`src/rtl/alu_pkg.sv`:
```
// Shared ALU definitions: adder/subtractor FSM states
// and operation encodings.
package alu_pkg;

  typedef enum logic [1:0] {
    IDLE = 2'd0,
    BUSY = 2'd1,
    DONE = 2'd2
  } addsub_state_t;

  localparam logic OP_ADD = 1'b0;
  localparam logic OP_SUB = 1'b1;

endpackage

```
`src/rtl/addsub_chunk.sv`:
```
// One CHUNK-bit slice of the multi-cycle adder: plain ripple
// add, plus the carry into the slice MSB for overflow detection.
module addsub_chunk #(
  parameter int CHUNK = 8
) (
  input  logic [CHUNK-1:0] x,
  input  logic [CHUNK-1:0] y,
  input  logic             cin,
  output logic [CHUNK-1:0] s,
  output logic             cout,
  output logic             c_msb_in
);

  logic [CHUNK:0] sum;

  assign sum = {1'b0, x}
             + {1'b0, y}
             + {{CHUNK{1'b0}}, cin};

  assign s    = sum[CHUNK-1:0];
  assign cout = sum[CHUNK];

  // MSB sum bit = x ^ y ^ carry-in, so the carry-in falls out.
  assign c_msb_in = x[CHUNK-1]
                  ^ y[CHUNK-1]
                  ^ sum[CHUNK-1];

endmodule

```
`src/rtl/addsub_multicycle.sv`:
```
// Multi-cycle two's-complement adder/subtractor processing
// CHUNK bits per cycle, with valid/ready on both sides.
module addsub_multicycle
  import alu_pkg::*;
#(
  parameter int WIDTH = 32,
  parameter int CHUNK = 8
) (
  input  logic             clk,
  input  logic             rst_n,
  input  logic             in_valid,
  output logic             in_ready,
  input  logic [WIDTH-1:0] a,
  input  logic [WIDTH-1:0] b,
  input  logic             sub,
  output logic             out_valid,
  input  logic             out_ready,
  output logic [WIDTH-1:0] result,
  output logic             carry,
  output logic             ovf,
  output logic             zero,
  output logic             neg
);

  localparam int N  = WIDTH / CHUNK;
  localparam int CW = (N > 1) ? $clog2(N) : 1;
  localparam logic [CW-1:0] LAST = CW'(N - 1);

  if (WIDTH < 2 || CHUNK < 1 || CHUNK > WIDTH ||
      (WIDTH % CHUNK) != 0) begin : g_bad_cfg
    $error("addsub_multicycle: bad WIDTH/CHUNK");
  end

  addsub_state_t    state_q;
  logic [CW-1:0]    cnt_q;
  logic [WIDTH-1:0] a_q;
  logic [WIDTH-1:0] b_q;
  logic             c_q;
  logic [WIDTH-1:0] result_q;
  logic             carry_q;
  logic             ovf_q;
  logic             zero_q;
  logic             neg_q;

  logic [CHUNK-1:0] s;
  logic             cout;
  logic             c_msb_in;
  logic [WIDTH-1:0] full_d;

  addsub_chunk #(
    .CHUNK(CHUNK)
  ) u_chunk (
    .x        (a_q[CHUNK-1:0]),
    .y        (b_q[CHUNK-1:0]),
    .cin      (c_q),
    .s        (s),
    .cout     (cout),
    .c_msb_in (c_msb_in)
  );

  // Partial sums accumulate in the upper bits; the final chunk
  // lands on top, so full_d is only meaningful on the last cycle.
  if (N > 1) begin : g_acc
    logic [WIDTH-CHUNK-1:0] acc_q;

    assign full_d = {s, acc_q};

    always_ff @(posedge clk or negedge rst_n) begin
      if (!rst_n) begin
        acc_q <= '0;
      end else if (state_q == BUSY) begin
        acc_q <= full_d[WIDTH-1:CHUNK];
      end
    end
  end else begin : g_noacc
    assign full_d = s;
  end

  always_ff @(posedge clk or negedge rst_n) begin
    if (!rst_n) begin
      state_q  <= IDLE;
      cnt_q    <= '0;
      a_q      <= '0;
      b_q      <= '0;
      c_q      <= 1'b0;
      result_q <= '0;
      carry_q  <= 1'b0;
      ovf_q    <= 1'b0;
      zero_q   <= 1'b0;
      neg_q    <= 1'b0;
    end else begin
      unique case (state_q)
        IDLE: begin
          if (in_valid) begin
            a_q     <= a;
            b_q     <= (sub == OP_SUB) ? ~b : b;
            c_q     <= sub;
            cnt_q   <= '0;
            state_q <= BUSY;
          end
        end
        BUSY: begin
          a_q <= a_q >> CHUNK;
          b_q <= b_q >> CHUNK;
          c_q <= cout;
          if (cnt_q == LAST) begin
            result_q <= full_d;
            carry_q  <= cout;
            ovf_q    <= cout ^ c_msb_in;
            zero_q   <= (full_d == '0);
            neg_q    <= full_d[WIDTH-1];
            state_q  <= DONE;
          end else begin
            cnt_q <= cnt_q + 1'b1;
          end
        end
        DONE: begin
          if (out_ready) begin
            state_q <= IDLE;
          end
        end
        default: state_q <= IDLE;
      endcase
    end
  end

  assign in_ready  = (state_q == IDLE);
  assign out_valid = (state_q == DONE);
  assign result    = result_q;
  assign carry     = carry_q;
  assign ovf       = ovf_q;
  assign zero      = zero_q;
  assign neg       = neg_q;

endmodule

```
`config.mk`:
```
export PLATFORM = sky130hd
export DESIGN_NAME = addsub_multicycle
export DESIGN_NICKNAME = d
export VERILOG_FILES = /design/src/rtl/alu_pkg.sv /design/src/rtl/addsub_chunk.sv /design/src/rtl/addsub_multicycle.sv
export SDC_FILE = /design/constraint.sdc
export NUM_CORES = 1
export LEC_CHECK = 0
export BUFFER_PORTS_ARGS = -buffer_cell sky130_fd_sc_hd__buf_4
export CAP_MARGIN = 0
export CORE_UTILIZATION = 58
export CTS_BUF_LIST = sky130_fd_sc_hd__clkbuf_4 sky130_fd_sc_hd__clkbuf_8
export CTS_CLUSTER_DIAMETER = 30
export CTS_CLUSTER_SIZE = 8
export DETAILED_ROUTE_END_ITERATION = 6
export GPL_TIMING_DRIVEN = 0
export PLACE_DENSITY = 0.83
export SLEW_MARGIN = 10
export SYNTH_ARGS = -nofsm -noshare
export SYNTH_HDL_FRONTEND = slang
export SYNTH_SLANG_ARGS = --single-unit
```
`constraint.sdc`:
```
create_clock -name clk -period 3 [get_ports clk]
set_clock_uncertainty 0.05 [all_clocks]
set_input_delay 0.3 -clock clk [delete_from_list [all_inputs] [get_ports clk]]
set_output_delay 0.3 -clock clk [all_outputs]
set_load 0.01 [all_outputs]
```
After elaboration in Yosys (flattened, before gate mapping). Cells that the tools add are included.

Input port bits: 69. Word-level logic and storage cells: 46. Register bits: 129.

Bitwise gates (word level): 4. Eq/ne operators: 7. Add/sub/neg operators: 3. Reductions and logical operators: 7. Muxes and demuxes: 14.

Operator list (count): $pmux W32 S2 (2); $mux W32 (3); $logic_not A32 Y1 (1); $not A32 Y32 (1); $mux W2 (5); $add A8 B8 Y9 (1); $add A9 B1 Y9 (1); $pmux W2 S3 (1); $reduce_and A3 Y1 (2); $eq A2 B2 Y1 const B (2); $ne A2 B1 Y1 const B (2); $ne A2 B2 Y1 const B (2); $pmux W2 S2 (1); $reduce_and A2 Y1 (2); $xor A1 B1 Y1 (3); $add A2 B1 Y2 const B (1); $eq A2 B1 Y1 const B (1); $logic_not A2 Y1 (1); $pmux W1 S2 (1); $reduce_bool A2 Y1 (1); $mux W1 (1).

Longest topological paths before layout. Gate-level depths: netlist (run 1).

Depth after elaboration: 4. Depth in mapped cells: 7.

Hierarchy. From an unflattened synthesis (run 1), not the netlist that was laid out.

Cell total of the unflattened synthesis: 560. Area total of the unflattened synthesis: 6163.4 sq um.

Modules (own cells, without submodules): addsub_multicycle (area each 5799.3 sq um, cells an instance 517, instances 1); addsub_chunk (area each 364.1 sq um, cells an instance 43, instances 1).

Least setup slack after synthesis (run 1). Ideal clock, no wire load.

Path kind: reg-to-reg. Start point: reg a_q[0]. End point: reg zero_q (netlist: zero). Buffers on the path: 0. Required time: 2.828 ns. Arrival time: 2.191 ns. Cell stages (with the launch flop): 8. Setup slack: 0.638 ns. Setup time: 0.122 ns. Cells stage by stage: dfrtp_1 > fa_1 > fa_1 > a21o_1 > a221oi_2 > xor2_1 > and4_1 > a32o_1.

Longest elaborated chain between the ends: 3.

Ends and longest elaborated chain: from (decl) (line addsub_multicycle.sv:36) `logic [WIDTH-1:0] a_q;`; from (signal assigned) (line addsub_multicycle.sv:103) `a_q <= a_q >> CHUNK;`; $add A8 B8 Y9 (line addsub_chunk.sv:17) `+ {1'b0, y}`; $add A9 B1 Y9 (line addsub_chunk.sv:18) `+ {{CHUNK{1'b0}}, cin};`; $logic_not A32 Y1 (line addsub_multicycle.sv:110) `zero_q <= (full_d == '0);`; to (signal assigned) (line addsub_multicycle.sv:110); to (decl) (line addsub_multicycle.sv:42) `logic zero_q;`.

Every way passes these cells. A chain may end at the register's enable or synchronous reset.

Worst setup path in the final report (run 1).
Start point: reg a_q[0]. End point: reg zero_q (netlist: zero).

Longest elaborated chain between the ends: 3.

Ends and longest elaborated chain: $add A8 B8 Y9 (line addsub_chunk.sv:17); $add A9 B1 Y9 (line addsub_chunk.sv:18); named net s[1] (line addsub_multicycle.sv:45) `logic [CHUNK-1:0] s;`; $logic_not A32 Y1 (line addsub_multicycle.sv:110).

The timed path passes the listed nets, and every way through them passes these cells.

==> flow_summary.ini, run 1 <==
[status]
status = finished, final reports clean

[timing]
layout_min_cycle_time_ns = 2.716
finalHoldViolations = 0
fmax_mhz = 368.2
min_period_over_period_pct = 90.54
setup_viol = 0
setup_tns_ns = 0
relSlewSlack_pct = 61.85
max_slew.worst_pin.slew_ns = 0.5723
rsz0062_at_grt = false
slew_violations = 0

[clocking]
clock_sinks = 128
max-clock-path-buffers = 2
htree_levels = 4
clkTransAtPathRegs_ns = 0.08
cts_resized = 0
root_buffer = clkbuf_8
cts_hold_buf = 1
clk_latency_ns = 0.44
cts_tree = built
post_cts_buffers = 0
cts_made_buffers = 17

[synth]
syn_inst = 589
ys_seq_elements = 128
avgSynthCellArea_um2 = 10.38
synthArstFlopShare_pct = 100.0
synth-warning-count = 0
synth_edf_count = 0
synth_nets = 668
ys_types = 33
yosysSeqAreaShare_pct = 52.39
synth_area_mm2 = 0.006113
synth_ff_type = dfrtp_1

[routing]
wl_met3_um = 815
via_per_inst = 5.922
met1Wirelength_um = 6221
routedWlPerCell_um = 17.65
drt-initial-drc-count = 369
top_layer = met4
drc = 0
dr.pass1.iters = 5
antenna_left = 0
vias = 5117
wl_met2_um = 7764
totalWireLength_um = 15250

[final_layout]
diodes = 0
drive_gt1_share_pct = 25.96
final_cell_mix = dfrtp_1 (128), buf_4 (107), nand2_1 (69), o21ai_0 (63), a21oi_1 (53)
stdcell_area_mm2 = 0.007579
final_common_cell = dfrtp_1
finalNetCount = 794
multi_input_area_mm2 = 0.002698
area_growth_syn_to_layout_pct = 23.97
seq_area_mm2 = 0.003203
fillers = 731

[die]
core_mm2 = 0.01028
die_height_um = 104.7
fp-row-count = 37
die-area_mm2 = 0.01095
ios = 107
start_util_pct = 59.48
die_x_um = 104.7

[placed_design]
gp_congestion = 0.8577
portBuffers = 105
post_dp_cell_area_mm2 = 0.007103
dp_hpwl_um = 11100

[power_and_ir_drop]
switching_share_pct = 38.66
ir_drop_v = 0.0005305
power.switching_uw = 3075
p_int_uw = 4880
total_power_uw = 7955
p_per_area_mw_per_mm2 = 1050
pwr-share-clk_pct = 21.7
p_seq_share_pct = 38.4
leakage_uw = 0.003585
pwr-share-comb_pct = 39.9

[setup_path]
cp-start-kind = register
crit_family = simple AND/OR/NAND/NOR gates
endpoint_kind = register
path_class = reg -> reg
cp_max_fo = 3
cp.required_ns = 3.32
path_buf_inv = 0
worst_path_max_delay_cell = fa_1
cp.arrival_ns = 3.04
crit_path_max_incr_delay_ns = 0.51
crit_chain = fa_1 > fa_1 > nor4_1 > nand4_1 > nor4_1 > and4_1 > a32o_1
r2r_slack_ns = 0.28

[global_route]
grt-ovfl-total = 0
grt_pass1_wl_um = 24850
grt_start_max_net_pins = 79
grt_use_total_pct = 29.16
grt_pass1_vias = 5082
antenna_found_initial = 0

[worst_hold_path]
hold_path.class = in -> reg

[job]
drv_cap = 0
==> path summary, 6_finish.rpt <==
check / startpoint / endpoint / cells after the start
setup / recovery: a_q[0] / zero / 7
hold / removal: out_ready / state_q[1] / 2
setup reg to reg: a_q[0] / zero / 7
hold reg to reg: result[27] / result[27] / 2
max in group asynchronous: rst_n / g_acc.acc_q[14] / 3
min in group asynchronous: rst_n / result[10] / 2
==> stage by stage <==
| stage | hold slack, ns | utilization (%) | cells | setup WS, ns |
|---|---|---|---|---|
| 5_1_grt | 0.002217 | 73.74 | 864 | 0.1793 |
| 4_1_cts | 0.02292 | 73.74 | 864 | 0.2753 |
| 6_report | 0.02042 | 73.74 | 864 | 0.2839 |
| 3_5_place_dp | 0.2191 | 69.11 | 831 | 0.2965 |
| 3_3_place_gp | 0.4272 | 68.81 | 830 | 0.3283 |
| 2_1_floorplan | -0.04559 | - | 589 | 0.6378 |
==> area by class of cell <==
cell class,instances,area share (%)
flip-flops and latches,128,42.27
inverters,2,0.09906
well taps,136,2.245
multi-input cells,413,35.60
plain buffers,46,2.708
clock buffers,19,3.368
repair buffers,107,10.95
clock inverters,13,2.774
==> registers in the layout (all words and copies together), names as in the netlist <==
name / cells
a_q: 32
b_q: 32
result: 32
g_acc.acc_q: 24
cnt_q: 2
state_q: 2
c_q: 1
carry: 1
ovf: 1
zero: 1
==> cells in the mapped netlist (3+ instances only) <==
cell type	count	share of area [%]
buf_2	17	1.4
nor2_1	8	0.49
buf_4	3	0.37
nor4_1	7	0.72
clkbuf_1	26	1.6
a22oi_1	49	6.0
mux2_2	28	5.2
xnor2_1	3	0.43
o21ai_0	63	5.2
nand2_1	69	4.2
a21oi_1	53	4.3
a22o_1	17	2.4
dfrtp_1	128	52
xor2_1	36	5.2
ha_1	8	1.6
nor2b_1	52	5.3
==> cell families after synthesis <==
family,Yosys count,share of synthesized area (%)
AOI/OAI and AO/OA,192,19.40
xor gates and xnor gates,39,5.587
adders and majority gates,10,2.292
buffers and inverters,48,3.479
DFF,128,52.39
muxes,28,5.158
and+or+nand+nor,144,11.69
==> routing by layer <==
layer	global-route usage (%)	vias up
met5	0	-
met4	12.17	0
met3	6.051	49
met2	49.57	231
met1	36.30	2494
li1	-	2343
==> power by group through the flow <==
stage	logic, uW	clock network (uW)	registers (uW)
after global placement	2980	0	3010
after detailed placement	3140	0	3070
after global routing	3510	1820	3130
after floorplan	2050	0	2940
after CTS	3170	1720	3040
final	3180	1720	3060
(Power assumes the default switching activity.)
==> run 2, diff against run 1 <==
--- a/config.mk
+++ b/config.mk
@@ -17,4 +17,5 @@
 export SLEW_MARGIN = 10
 export SYNTH_ARGS = -nofsm -noshare
 export SYNTH_HDL_FRONTEND = slang
+export SYNTH_HIERARCHICAL = 1
 export SYNTH_SLANG_ARGS = --single-unit
==> flow_summary.ini, run 2 <==
[timing]
slew_violations = 0
rsz0062_at_grt = false
setup_tns_ns = 0
setup_viol = 0
min_period_over_period_pct = 91.39
layout_min_cycle_time_ns = 2.742
max_slew.worst_pin.slew_ns = 0.4947
finalHoldViolations = 0
relSlewSlack_pct = 67.02
fmax_mhz = 364.7

[clocking]
post_cts_buffers = 0
htree_levels = 4
max-clock-path-buffers = 2
clk_latency_ns = 0.43
clkTransAtPathRegs_ns = 0.07
cts_tree = built
root_buffer = clkbuf_8
clock_sinks = 128
cts_made_buffers = 17

[setup_path]
path_class = reg -> reg
crit_path_max_incr_delay_ns = 0.51
cp.required_ns = 3.29
cp-start-kind = register
r2r_slack_ns = 0.26
worst-r2r-cell-count = 8
crit_chain = fa_1 > fa_1 > a21oi_1 > o21bai_1 > xor2_1 > nor4_1 > nand4_1 > o31ai_1
crit_top_cell = fa_1
timing.rr.start = b_q[0]
cp_max_fo = 3
crit_path_start = b_q[0]
worst_path_max_delay_cell = fa_1
cp.arrival_ns = 3.03
endpoint_kind = register
worstReg2RegEnd = zero
crit_path_end = zero

[final_layout]
final_cell_mix = dfrtp_1 (128), buf_4 (113), nand2_1 (105), nor2b_1 (28), a21oi_1 (27)
drive_gt1_share_pct = 29.80
final_common_cell = dfrtp_1
finalNetCount = 764
area_growth_syn_to_layout_pct = 22.92
diodes = 0

[routing]
vias = 4679
totalWireLength_um = 14190
drt-initial-drc-count = 244
via_per_inst = 5.610
drc = 0
dr.pass1.iters = 4
routedWlPerCell_um = 17.02
antenna_left = 0

[global_route]
grt_start_max_net_pins = 96
grt-ovfl-total = 0
grt_use_total_pct = 27.71
grt_pass1_vias = 4697
grt_pass1_wl_um = 23200
antenna_found_initial = 0

[synth]
ys_seq_elements = 128
yosysMostFrequentCell = dfrtp_1
yosysSeqAreaShare_pct = 51.97
ys_types = 43
synth_nets = 639
synth-warning-count = 6
synth_top_area_share_pct = 51.97
avgSynthCellArea_um2 = 11.01
yosys-top-cells-count = dfrtp_1 (128), nand2_1 (105), nor2b_1 (28)
synth_area_mm2 = 0.006163
yosysTopAreaCell = dfrtp_1
synth.area.top_cells = dfrtp_1 (52%), nand2_1 (6.4%), mux2i_1 (4.1%), mux2_4 (3.7%), mux2_2 (3.5%)
syn_inst = 560
synth_ff_type = dfrtp_1
synthArstFlopShare_pct = 100.0
synth_edf_count = 0

[die]
die-area_mm2 = 0.01104
start_util_pct = 59.70
ios = 107
die_height_um = 105.1
core_mm2 = 0.01032
die_x_um = 105.1
fp-row-count = 37

[worst_hold_path]
min-delay-start = out_ready
hold_path.class = in -> reg

[status]
status = finished, final reports clean

[placed_design]
portBuffers = 104
dp_hpwl_um = 10300
gp_congestion = 0.8212

[power_and_ir_drop]
p_per_area_mw_per_mm2 = 1168
total_power_uw = 8845
ir_drop_v = 0.0005885
leakage_uw = 0.003713

[job]
drv_cap = 0
run 2: cell count changes after synthesis, sizes merged, moves of 13 or more:
cell and delta:
o21ai -21, clkbuf -15, nand2 +35, mux2i +25, a22oi -35, xor2 -15, nor2b -24, a21oi -23
xnor2 +13
run 2: timing repair:
action | CTS | global route
hold buffers | 1 | 0
setup endpoints to repair | 0 | 0
endpoints found under the hold margin | 33 | 0
resized for setup | 0 | 0
run 2: layout make-up:
type,instances,area (um2)
repair buffers,106,822.0
multi-input cells,388,2705
clock buffers,17,234.0
well taps,136,170.2
fillers,702,2748
plain buffers,38,232.7
flip-flops and latches,128,3203
clock inverters,15,186.4
inverters,6,22.52
run 2: through the flow:
step / cells / utilization [%] / instance area, um2 / hold slack [ns] / setup WS (ns)
after floorplan: 560 / - / 6163 / -0.04559 / 0.6023
after global placement: 800 / 68.91 / 7114 / 0.4164 / 0.4278
after detailed placement: 801 / 69.22 / 7146 / 0.1599 / 0.3636
after CTS: 834 / 73.39 / 7576 / 0.01392 / 0.2883
after global routing: 834 / 73.39 / 7576 / 0.003900 / 0.06036
final: 834 / 73.39 / 7576 / 0.02886 / 0.2582
run 2: cell families (layout without fill, tap and decap cells):
group / count (synthesis) / after routing / synth area share [%]
xor+xnor: 37 / 37 / 5.258
buf+inv: 44 / 182 / 4.141
flops: 128 / 128 / 51.97
compound gates: 123 / 123 / 12.93
mux: 59 / 59 / 11.19
fa+ha+maj: 10 / 10 / 2.274
simple gates: 159 / 159 / 12.24
run 2: where the power goes:
group / switching [uW] / total, uW / leakage, uW / internal, uW
clock: 720 / 1550 / 0.000211 / 833
sequential: 614 / 3150 / 0.00160 / 2530
combinational: 2190 / 4150 / 0.00190 / 1960
run 2: critical path: cells and delay by family (launching register included):
kind                     cells  cell delay (ns)
XOR/XNOR                     1             0.19
flip-flops                   1             0.42
adder cells (fa/ha/maj)      2             0.94
AND/OR/NAND/NOR              2             0.46
AO/OA/AOI/OAI                3             0.60
run 2: how the worst min path moves through the flow:
stage                            end  depth (start not counted)  slack [ns]
after floorplan               a_q[0]                          0       -0.05
after global placement        a_q[8]                          2        0.42
after detailed placement  result[28]                          1        0.16
after CTS                    a_q[24]                          2        0.01
after global routing      state_q[1]                          2       0.004
final                     state_q[1]                          2        0.03
run 2: per-layer routing:
metal	GRT usage [%]	vias to the layer above	share of wire [%]
li1	-	2201	-
met1	33.33	2285	40
met2	49.15	168	53
met3	5.178	25	4.2
met4	10.87	0	2.5
met5	0	-	0
==> run 3, diff against run 2 <==
--- a/config.mk
+++ b/config.mk
@@ -7,13 +7,15 @@
 export LEC_CHECK = 0
 export BUFFER_PORTS_ARGS = -buffer_cell sky130_fd_sc_hd__buf_4
 export CAP_MARGIN = 0
-export CORE_UTILIZATION = 58
+export CELL_PAD_IN_SITES_DETAIL_PLACEMENT = 0
+export CELL_PAD_IN_SITES_GLOBAL_PLACEMENT = 2
+export CORE_UTILIZATION = 38
 export CTS_BUF_LIST = sky130_fd_sc_hd__clkbuf_4 sky130_fd_sc_hd__clkbuf_8
 export CTS_CLUSTER_DIAMETER = 30
 export CTS_CLUSTER_SIZE = 8
 export DETAILED_ROUTE_END_ITERATION = 6
 export GPL_TIMING_DRIVEN = 0
-export PLACE_DENSITY = 0.83
+export PLACE_DENSITY = 0.84
 export SLEW_MARGIN = 10
 export SYNTH_ARGS = -nofsm -noshare
 export SYNTH_HDL_FRONTEND = slang
==> flow_summary.ini, run 3 (synthesis results as in run 2) <==
[clocking]
cts_resized = 0
clk_latency_ns = 0.44
cts_tree = built
max-clock-path-buffers = 2
cts_hold_buf = 2
post_cts_buffers = 0
cts_made_buffers = 17
htree_levels = 4
clock_sinks = 128
clkTransAtPathRegs_ns = 0.07
root_buffer = clkbuf_8

[global_route]
grt_use_total_pct = 18.98
grt_start_max_net_pins = 91
grt_pass1_wl_um = 23900
antenna_found_initial = 1
grt_pass1_vias = 4675
grt-ovfl-total = 0

[routing]
routedWlPerCell_um = 15.96
totalWireLength_um = 14620
drc = 0
dr.pass1.iters = 4
drt-initial-drc-count = 239
vias = 4515
antenna_left = 0
via_per_inst = 4.929

[timing]
finalHoldViolations = 0
max_slew.worst_pin.slew_ns = 0.5257
setup_tns_ns = 0
layout_min_cycle_time_ns = 2.638
setup_viol = 0
min_period_over_period_pct = 87.94
rsz0062_at_grt = false
relSlewSlack_pct = 64.95
fmax_mhz = 379.1
slew_violations = 0

[die]
fp-row-count = 46
ios = 107
start_util_pct = 38.80
core_mm2 = 0.01589
die_x_um = 129.4
die_height_um = 129.4
die-area_mm2 = 0.01673

[setup_path]
endpoint_kind = register
cp.arrival_ns = 2.93
crit_path_start = b_q[0]
path_class = reg -> reg
cp.required_ns = 3.29
cp_max_fo = 3
cp-start-kind = register
timing.rr.start = b_q[0]

[power_and_ir_drop]
p_per_area_mw_per_mm2 = 1152
leakage_uw = 0.003732
ir_drop_v = 0.0004694

[status]
status = finished, final reports clean

[final_layout]
final_common_cell = dfrtp_1
finalNetCount = 766
fillers = 1518
area_growth_syn_to_layout_pct = 25.48
diodes = 0
drive_gt1_share_pct = 29.71
stdcell_area_mm2 = 0.007734
final_cell_mix = dfrtp_1 (128), buf_4 (113), nand2_1 (105), nor2b_1 (28), a21oi_1 (27)

[job]
drv_cap = 0

[placed_design]
gp_congestion = 0.8443
portBuffers = 104
post_dp_cell_area_mm2 = 0.007246
dp_hpwl_um = 10840

[worst_hold_path]
hold_path.class = in -> reg
min-delay-start = a[30]
run 3: cell types whose count changed in the layout (fill, tap and decap cells not counted):
cell and change:
clkinv_2 -1, clkbuf_8 +3, bufinv_16 +1, dlygate4sd3_1 +2, clkinv_4 -2, inv_6 -3
clkinvlp_4 +2
run 3: final cells by class:
type | count | area [um2] | share of cell area (%)
flip-flops and latches | 128 | 3203 | 41.42
repair buffers | 108 | 842.1 | 10.89
well taps | 216 | 270.3 | 3.495
inverters | 6 | 22.52 | 0.2912
clock inverters | 12 | 182.7 | 2.362
clock buffers | 20 | 275.3 | 3.559
plain buffers | 38 | 232.7 | 3.009
multi-input cells | 388 | 2705 | 34.98
run 3: layer usage:
layer  GRT usage [%]  vias to the layer above  wire [um]
met5               0                        -         13
met4           5.606                        2        213
met3           5.244                       18        694
met1           23.95                     2179       6603
li1                -                     2203          -
met2           31.72                      113       7096
run 3: path summary, 6_finish.rpt:
| path | to | slack (ns) | depth (start not counted) |
|---|---|---|---|
| setup / recovery | zero | 0.36 | 8 |
| hold / removal | a_q[30] | 0.03 | 2 |
| setup reg to reg | zero | 0.36 | 8 |
| hold reg to reg | b_q[31] | 0.44 | 2 |
| max in group asynchronous | a_q[28] | 1.85 | 3 |
| min in group asynchronous | result[27] | 0.28 | 2 |
run 3: per-stage QoR:
stage          utilization (%)  cells  setup WS (ns)  power, uW  hold slack, ns
5_1_grt                  48.68    916         0.1561       9607      0.00004080
3_3_place_gp             45.42    880         0.4127       7165          0.4160
4_1_cts                  48.62    915         0.3496       8994        0.005467
2_1_floorplan                -    560         0.6023       5931        -0.04559
3_5_place_dp             45.61    881         0.3716       7299          0.1887
6_report                 48.68    916         0.3619       8911         0.02700
run 3: where the power goes:
| part | switching, uW | leakage, uW | internal (uW) |
|---|---|---|---|
| sequential | 609 | 0.00160 | 2530 |
| combinational | 2140 | 0.00191 | 1950 |
| clock | 693 | 0.000221 | 975 |
run 3: worst max-delay path, stage by stage, from the launching register on:
cell and delay [ns]:
dfrtp_1 0.42, fa_1 0.49, fa_1 0.42, a21oi_1 0.22, o21bai_1 0.10, xor2_1 0.18
nor4_1 0.29, nand4_1 0.13, o31ai_1 0.25
